### src/rtl/mem_copy_pkg.sv
// mem_copy_pkg
//   Shared definitions for the memory copy/fill engine: FSM state encoding,
//   mode encoding and default widths for the data-memory word index and the
//   transfer length.
package mem_copy_pkg;

  // 128-word data memory; the length is one bit wider so a full-memory
  // transfer (128 words) can be requested.
  localparam int ADDR_W_DEF = 7;
  localparam int LEN_W_DEF  = 8;

  typedef enum logic [1:0] {
    ST_IDLE = 2'd0,
    ST_RD   = 2'd1,
    ST_WR   = 2'd2,
    ST_DONE = 2'd3
  } state_t;

  localparam logic MODE_COPY = 1'b0;
  localparam logic MODE_FILL = 1'b1;

endpackage

### src/rtl/mem_copy_addr_gen.sv
// mem_copy_addr_gen
//   Holds the latched source/destination base addresses, the transfer length
//   and the running word index i. Produces wrapped addresses (base+i) and a
//   flag marking the last word of the transfer.
//
// Ports:
//   clk, rst_n   clock, asynchronous active-low reset
//   load         capture src_in/dst_in/len_in and clear i
//   step         advance i by one (one word written)
//   src_in       source base word index
//   dst_in       destination base word index
//   len_in       number of words in the transfer
//   src_addr     (src + i) mod 2^ADDR_W
//   dst_addr     (dst + i) mod 2^ADDR_W
//   idx          current index i (= words written so far)
//   last         i + 1 == len
module mem_copy_addr_gen #(
  parameter int ADDR_W = 7,
  parameter int LEN_W  = 8
) (
  input  logic              clk,
  input  logic              rst_n,
  input  logic              load,
  input  logic              step,
  input  logic [ADDR_W-1:0] src_in,
  input  logic [ADDR_W-1:0] dst_in,
  input  logic [LEN_W-1:0]  len_in,
  output logic [ADDR_W-1:0] src_addr,
  output logic [ADDR_W-1:0] dst_addr,
  output logic [LEN_W-1:0]  idx,
  output logic              last
);

  logic [ADDR_W-1:0] src_q, src_d;
  logic [ADDR_W-1:0] dst_q, dst_d;
  logic [LEN_W-1:0]  len_q, len_d;
  logic [LEN_W-1:0]  idx_q, idx_d;

  always_comb begin
    src_d = src_q;
    dst_d = dst_q;
    len_d = len_q;
    idx_d = idx_q;
    if (load) begin
      src_d = src_in;
      dst_d = dst_in;
      len_d = len_in;
      idx_d = '0;
    end else if (step) begin
      idx_d = idx_q + LEN_W'(1);
    end
  end

  always_ff @(posedge clk or negedge rst_n) begin
    if (!rst_n) begin
      src_q <= '0;
      dst_q <= '0;
      len_q <= '0;
      idx_q <= '0;
    end else begin
      src_q <= src_d;
      dst_q <= dst_d;
      len_q <= len_d;
      idx_q <= idx_d;
    end
  end

  // Addresses wrap naturally in ADDR_W bits; only the low bits of i matter,
  // which also makes lengths above 2^ADDR_W wrap around the memory.
  assign src_addr = src_q + idx_q[ADDR_W-1:0];
  assign dst_addr = dst_q + idx_q[ADDR_W-1:0];
  assign idx      = idx_q;

  // Compared one bit wider so i+1 cannot overflow back to zero.
  assign last = (({1'b0, idx_q}) + (LEN_W+1)'(1)) == {1'b0, len_q};

endmodule

### src/rtl/mem_copy_engine.sv
// mem_copy_engine
//   Bus initiator on the single-port data memory. Copies a block of words
//   (read one cycle, write the next) or fills a block with a pattern (one
//   write per cycle) without CPU involvement. The memory reads
//   combinationally and writes on the rising edge.
//
// Ports:
//   CLK, RESETn   clock, asynchronous active-low reset
//   Start         transfer request, sampled only in IDLE
//   Mode          0 = copy, 1 = fill
//   SrcAddr       source word index (low ADDR_W bits used, copy only)
//   DstAddr       destination word index (low ADDR_W bits used)
//   Len           number of words
//   FillData      pattern written in fill mode
//   Busy          high while reading/writing (RD or WR state)
//   Done          one-cycle completion pulse
//   WordCount     words written in the current or last transfer
//   MemAddress    memory word address (upper bits always 0)
//   MemWE         memory write enable
//   MemWD         memory write data
//   MemReadData   memory read data, combinational from MemAddress
//
// All memory-side outputs decode from registered state only, so request
// inputs never reach the memory bus combinationally.
module mem_copy_engine
  import mem_copy_pkg::*;
#(
  parameter int ADDR_W = ADDR_W_DEF,
  parameter int LEN_W  = LEN_W_DEF
) (
  input  logic             CLK,
  input  logic             RESETn,
  input  logic             Start,
  input  logic             Mode,
  input  logic [31:0]      SrcAddr,
  input  logic [31:0]      DstAddr,
  input  logic [LEN_W-1:0] Len,
  input  logic [31:0]      FillData,
  output logic             Busy,
  output logic             Done,
  output logic [LEN_W-1:0] WordCount,
  output logic [31:0]      MemAddress,
  output logic             MemWE,
  output logic [31:0]      MemWD,
  input  logic [31:0]      MemReadData
);

  state_t      state_q, state_d;
  logic        mode_q, mode_d;
  logic [31:0] fill_q, fill_d;
  logic [31:0] buf_q, buf_d;

  logic              load;
  logic              step;
  logic [ADDR_W-1:0] src_addr;
  logic [ADDR_W-1:0] dst_addr;
  logic              last;

  // Upper address bits are intentionally ignored.
  logic unused_addr_bits;
  assign unused_addr_bits = ^{SrcAddr[31:ADDR_W], DstAddr[31:ADDR_W]};

  assign load = (state_q == ST_IDLE) && Start;
  assign step = (state_q == ST_WR);

  mem_copy_addr_gen #(
    .ADDR_W (ADDR_W),
    .LEN_W  (LEN_W)
  ) u_addr_gen (
    .clk      (CLK),
    .rst_n    (RESETn),
    .load     (load),
    .step     (step),
    .src_in   (SrcAddr[ADDR_W-1:0]),
    .dst_in   (DstAddr[ADDR_W-1:0]),
    .len_in   (Len),
    .src_addr (src_addr),
    .dst_addr (dst_addr),
    .idx      (WordCount),
    .last     (last)
  );

  // State register
  always_ff @(posedge CLK or negedge RESETn) begin
    if (!RESETn) begin
      state_q <= ST_IDLE;
      mode_q  <= MODE_COPY;
      fill_q  <= '0;
      buf_q   <= '0;
    end else begin
      state_q <= state_d;
      mode_q  <= mode_d;
      fill_q  <= fill_d;
      buf_q   <= buf_d;
    end
  end

  // Next-state and datapath register updates
  always_comb begin
    state_d = state_q;
    mode_d  = mode_q;
    fill_d  = fill_q;
    buf_d   = buf_q;
    unique case (state_q)
      ST_IDLE: begin
        if (Start) begin
          mode_d = Mode;
          fill_d = FillData;
          if (Len == '0)             state_d = ST_DONE;
          else if (Mode == MODE_FILL) state_d = ST_WR;
          else                        state_d = ST_RD;
        end
      end
      ST_RD: begin
        buf_d   = MemReadData;
        state_d = ST_WR;
      end
      ST_WR: begin
        if (last)                     state_d = ST_DONE;
        else if (mode_q == MODE_FILL) state_d = ST_WR;
        else                          state_d = ST_RD;
      end
      ST_DONE: state_d = ST_IDLE;
      default: state_d = ST_IDLE;
    endcase
  end

  // Outputs
  always_comb begin
    Busy       = 1'b0;
    Done       = 1'b0;
    MemWE      = 1'b0;
    MemAddress = '0;
    MemWD      = '0;
    unique case (state_q)
      ST_RD: begin
        Busy       = 1'b1;
        MemAddress = {{(32-ADDR_W){1'b0}}, src_addr};
      end
      ST_WR: begin
        Busy       = 1'b1;
        MemWE      = 1'b1;
        MemAddress = {{(32-ADDR_W){1'b0}}, dst_addr};
        MemWD      = (mode_q == MODE_FILL) ? fill_q : buf_q;
      end
      ST_DONE: Done = 1'b1;
      default: ;
    endcase
  end

endmodule

### config.mk
export PLATFORM = sky130hd
export DESIGN_NAME = mem_copy_engine
export DESIGN_NICKNAME = d
export VERILOG_FILES = /design/src/rtl/mem_copy_pkg.sv /design/src/rtl/mem_copy_addr_gen.sv /design/src/rtl/mem_copy_engine.sv
export SDC_FILE = /design/constraint.sdc
export NUM_CORES = 1
export LEC_CHECK = 0
export CORE_UTILIZATION = 46
export CTS_CLUSTER_DIAMETER = 100
export DETAILED_ROUTE_END_ITERATION = 10
export HOLD_SLACK_MARGIN = 0.06
export MAX_ROUTING_LAYER = met4
export PLACE_DENSITY = 0.86
export SYNTH_ARGS = -nofsm -noshare
export SYNTH_HDL_FRONTEND = slang
export SYNTH_SLANG_ARGS = --single-unit
### constraint.sdc
create_clock -name CLK -period 6.09 [get_ports CLK]
set_input_delay 1.218 -clock CLK [delete_from_list [all_inputs] [get_ports CLK]]
set_output_delay 1.218 -clock CLK [all_outputs]
set_load 0.1 [all_outputs]
# Word-level counts from Yosys, hierarchy flattened

Index checks and enable logic that the tools add are counted.

RAM bits: 0
Output and inout bits: 75
Memories: 0
Bits in read-only memories: 0
Input bits: 140
Latch bits: 0
Logic and storage cells: 37
Flip-flop bits (word level): 97

Multiplexer cells: 14
Shift-type cells: 0
Divide/modulo/power cells: 0
Equal/unequal tests: 5
Bitwise gates (word level): 0
Magnitude comparators: 0
$add $sub $neg: 4
Reduce and logical (&&, ||, !) cells: 6
Multiply operators: 0

Operators with widths:

| operator                                                               | number |
|---|---|
| 32-bit two-way mux                                                     | 2 |
| 8-bit two-way mux                                                      | 2 |
| 7-bit adder                                                            | 2 |
| 7-bit case mux with 2 select lines                                     | 1 |
| 2-bit two-way mux                                                      | 5 |
| 8-bit by 1-bit adder with 9-bit output (second input constant)         | 1 |
| 9-bit by 8-bit equality test with 1-bit output                         | 1 |
| 8-bit by 1-bit adder with 8-bit output (second input constant)         | 1 |
| 8-bit zero test                                                        | 1 |
| 2-bit case mux with 4 select lines                                     | 1 |
| 2-bit equality test (second input constant)                            | 2 |
| 1-bit two-way mux                                                      | 3 |
| 2-bit by 1-bit equality test with 1-bit output (second input constant) | 1 |
| 2-bit zero test                                                        | 1 |
| 2-bit != test (second input constant)                                  | 1 |
| 2-bit AND reduction                                                    | 1 |
| 2-bit nonzero test                                                     | 1 |
| 2-bit OR reduction                                                     | 1 |
| 1-bit logical AND                                                      | 1 |

# Logic depth before layout (Yosys ltp)

Depth after elaboration: 4
Mapped depth: 11
Depth with buffers taken out: 10

# Cells and area by module

A second synthesis with hierarchy kept.

Cell total of the unflattened synthesis: 438
Area total of the unflattened synthesis: 5350.1 um^2

By module, submodules not included:

| module            | cells an instance | area each (um^2) | seq. area each (um^2) | times used |
|---|---|---|---|---|
| mem_copy_engine   | 276               | 3535.9           | 1676.6                | 1 |
| mem_copy_addr_gen | 162               | 1814.2           | 750.7                 | 1 |

# Worst setup path after synthesis

OpenSTA, ideal clock, no wires.

Path kind: reg-to-output
Start: register state_q[0]
End: output port MemAddress[6]
Slack: -0.104 ns
Arrival time: 4.976 ns
Stages on the path, launching flop included: 12
Buffers on the path: 1
Required time: 4.872 ns
Cell sequence: dfrtp_1 -> inv_1 -> ha_1 -> buf_1 -> mux2_2 -> ha_1 -> fa_1 -> a21o_1 -> a21oi_1 -> o21bai_1 -> a21oi_1 -> mux2i_1

Cells in the longest elaborated chain, start to end: 2
Elaborated cells between the ends (all ways): 3
Classes of those cells: eq/ne: 2; mux: 1

Ends and longest elaborated chain:

| item                                                                                  | line                   | source |
|---|---|---|
| start: declaration                                                                    | mem_copy_engine.sv:48  | `state_t state_q, state_d;` |
| start signal: assignment                                                              | mem_copy_engine.sv:91  | `state_q <= state_d;` |
| 2-bit equality test or 2-bit by 1-bit equality test with 1-bit output (tied branches) | mem_copy_engine.sv:135 | `unique case (state_q)` |
| 7-bit case mux with 2 select lines (*)                                                | mem_copy_engine.sv:135 |  |
| end: declaration                                                                      | mem_copy_engine.sv:42  | `output logic [31:0] MemAddress,` |

Mark *: on every way between the ends. The rest lies on a longest branch, timed or not.

# Final worst setup path

Start: register state_q[0]
End: output port MemAddress[3]

The elaborated chain is that of the path after synthesis.

==> results.md <==
- Synth Warn #: 0
- # hold bufs at CTS: 0
- Net switching fraction of the power: 53.60%
- Hold endpoint: fill_q[11]
- Clk_skew: 0.007897 ns
- DR pass1 iterations: 4
- DRC: 0
- Die width: 106.7 um
- CTS Sinks: 97
- Startpoint Class: register
- Cell Area, Synth: 5044 um^2
- Origin of the worst setup path: state_q[0]
- Reg power frac: 27.9%
- Synth Instances: 532
- Status: finished clean
- Worst EP required: 4.87 ns
- Worst r2r dst: fill_q[15]
- Maximum vdd ir drop: 0.0008828 V
- Clock-pin slew on the worst setup and hold paths: 0.09 ns
- I/O pin count: 215
- Max-Cap Viols: 0
- Reg2Reg Setup Slack: 3.94 ns
- I/O Buffers: 139
- Clock Latency Late Sink: 0.36 ns
- Post-synthesis sequential area ratio: 48.13%
- Count of final setup violators: 0
- DP Wirelength: 8.250 mm
- Rel. slew slack: 14.73%
- Critical Setup Path Class: reg -> out
- Pin count of the biggest net entering global routing: 64
- Syn Area/Cell: 9.480 um^2
- Post-synth ARST share: 100.0%
- Total chip power: 0.004256 W
- Pwr/cell area: 641.5 nW/um^2
- Post-cts resize count: 0
- WHS Path Cells: 2
- Vias per Instance: 5.061
- Vias post-DR: 4044
- HP Class: reg -> reg
- DRT antenna net count: 0
- Core area: 10460 um^2
- Period minus WS final: 4.940 ns
- Reg-to-Reg Start: state_q[0]
- Synth cell types: 45
- RePlAce Congestion: 0.8295
- Clk root buf: clkbuf_8
- Setup TNS: 0 ns
- Post-synth EDFFs: 0
- NetSw: 0.002281 W
- # rows: 37
- Final slew viol count: 0
- Die height: 106.7 um
- Commonest cells after routing, fill and taps aside: 174 x nand2_1, 135 x clkdlybuf4s50_1, 96 x dfrtp_1
- Initial Util: 48.21%
- Final Hold Viols: 0
- Commonest non-fill, non-tap cell in the layout: nand2_1
- Flops & latches, synth: 97
- Data arrival, critical path: 3.72 ns
- CTS tree: yes
- Layout cells sized above 1: 10.26%
- Final Util: 63.41%
- Final WL: 12.03 mm
- CTS Buffer Depth: 2
- Area growth from synthesis to layout: 31.53%
- Clk pwr share: 10.6%
- First-pass GRT wire length: 19.90 mm
- Int Pwr: 0.001975 W
- Leakage power: 3.114 nW
- Crit path capture type: primary output
- Combinational cell fraction of total power: 61.5%
- Fmax: 0.2024 GHz
- GRT Util Overall: 22.98%
- Num CTS Buffers: 9
- Routed len/inst: 15.06 um
- Die area: 11390 um^2
- Yosys top cell by area: dfrtp_1
- CP max FO: 15
- Worst-Margin Slew: 1.279 ns
- RSZ-0062 raised after global routing: no
- Min-delay src: fill_q[11]
- Total gr overflow: 0
- Total Nets Final: 812
- Vias in the first global route: 4251
- H-tree depth: 3
- Top cells by area, synth: dfrtp_1 48%, nand2_1 13%, mux2_2 8.5%, mux2i_1 7.1%, buf_4 3.7%
- Initial drt markers: 156
- Antenna cells: 0
- Tcrit/Tclk final: 81.12%
- Share of the synthesized area in the top cell type: 48.13%
- Initial antenna violation count: 0
- R2R depth: 5
- Main flop type after synthesis: dfrtp_1
- Post-CTS Setup Bufs: 0
-- cells in the mapped netlist (6+ instances only) --
library cell / count
mux2_2: 38
clkbuf_1: 18
a21oi_1: 9
mux2i_1: 36
dfrtp_1: 97
buf_4: 25
o21ai_0: 6
ha_1: 12
nor2_1: 45
xor2_1: 10
nand2_1: 175
xnor2_1: 8
-- power by group through the flow --
stage               logic [W]  clock network, W  registers, W
finish                0.00262          0.000452       0.00119
floorplan             0.00208                 0       0.00114
global placement      0.00256                 0       0.00117
detailed placement    0.00262                 0       0.00120
global route          0.00277          0.000484       0.00123
CTS                   0.00263          0.000460       0.00119
-- state kept, by name (all words and copies together) (netlist names) --
name / flops
buf_q: 32
fill_q: 32
mode_q: 1
state_q: 2
u_addr_gen.dst_q: 7
u_addr_gen.idx: 8
u_addr_gen.len_q: 8
u_addr_gen.src_q: 7
-- per-layer routing --
layer | global-route usage, % | up-vias | wire, um
li1 | - | 1915 | -
met1 | 27.08 | 1961 | 5076
met3 | 4.255 | 21 | 731
met5 | - | - | 0
met4 | 7.926 | 0 | 213
met2 | 39.49 | 147 | 6008
-- stage by stage --
stage	hold WS [ns]	area, um^2	std cells	worst slack [ns]
after CTS	0.4844	6634	799	1.139
after global placement	0.4544	6424	784	1.628
after detailed placement	0.4629	6424	784	1.530
after floorplan	0.4401	5137	556	0.2053
final	0.4803	6634	799	1.150
after global routing	0.5048	6634	799	1.019
-- critical path, stage by stage (launching register included) --
cell and delay (ns):
dfrtp_1 0.44, inv_1 0.14, ha_1 0.17, buf_4 0.24, mux2_2 0.40, ha_1 0.29
a21o_1 0.15, a21oi_1 0.21, xnor2_1 0.10, nor2_1 0.09, clkdlybuf4s50_1 1.13
-- how the worst max path moves through the flow --
| stage | slack, ns | endpoint |
|---|---|---|
| 3_3_place_gp | 1.63 | MemAddress[3] |
| 3_5_place_dp | 1.53 | MemAddress[3] |
| 4_1_cts | 1.14 | MemAddress[3] |
| 6_report | 1.15 | MemAddress[3] |
| 5_1_grt | 1.02 | MemAddress[3] |
| 2_1_floorplan | 0.21 | MemAddress[5] |
-- final cells by class --
| class | instances | area [um^2] |
|---|---|---|
| well taps | 136 | 170.2 |
| multi-input cells | 402 | 2391 |
| repair buffers | 143 | 1411 |
| inverters | 6 | 22.52 |
| flip-flops and latches | 97 | 2429 |
| clock buffers | 10 | 127.6 |
| clock inverters | 5 | 82.58 |
| fillers | 826 | 3829 |
-- cell families after synthesis --
group	after synthesis	share of synthesized area, %
AND/OR/NAND/NOR	244	19.50
flip-flops	97	48.13
multiplexers	74	15.63
buffers and inverters	57	6.400
AO/OA/AOI/OAI	27	3.324
XOR/XNOR	19	3.572
adder cells (fa/ha/maj)	13	3.374
other	1	0.07435
No activity file was read; power rests on OpenSTA's default activity.
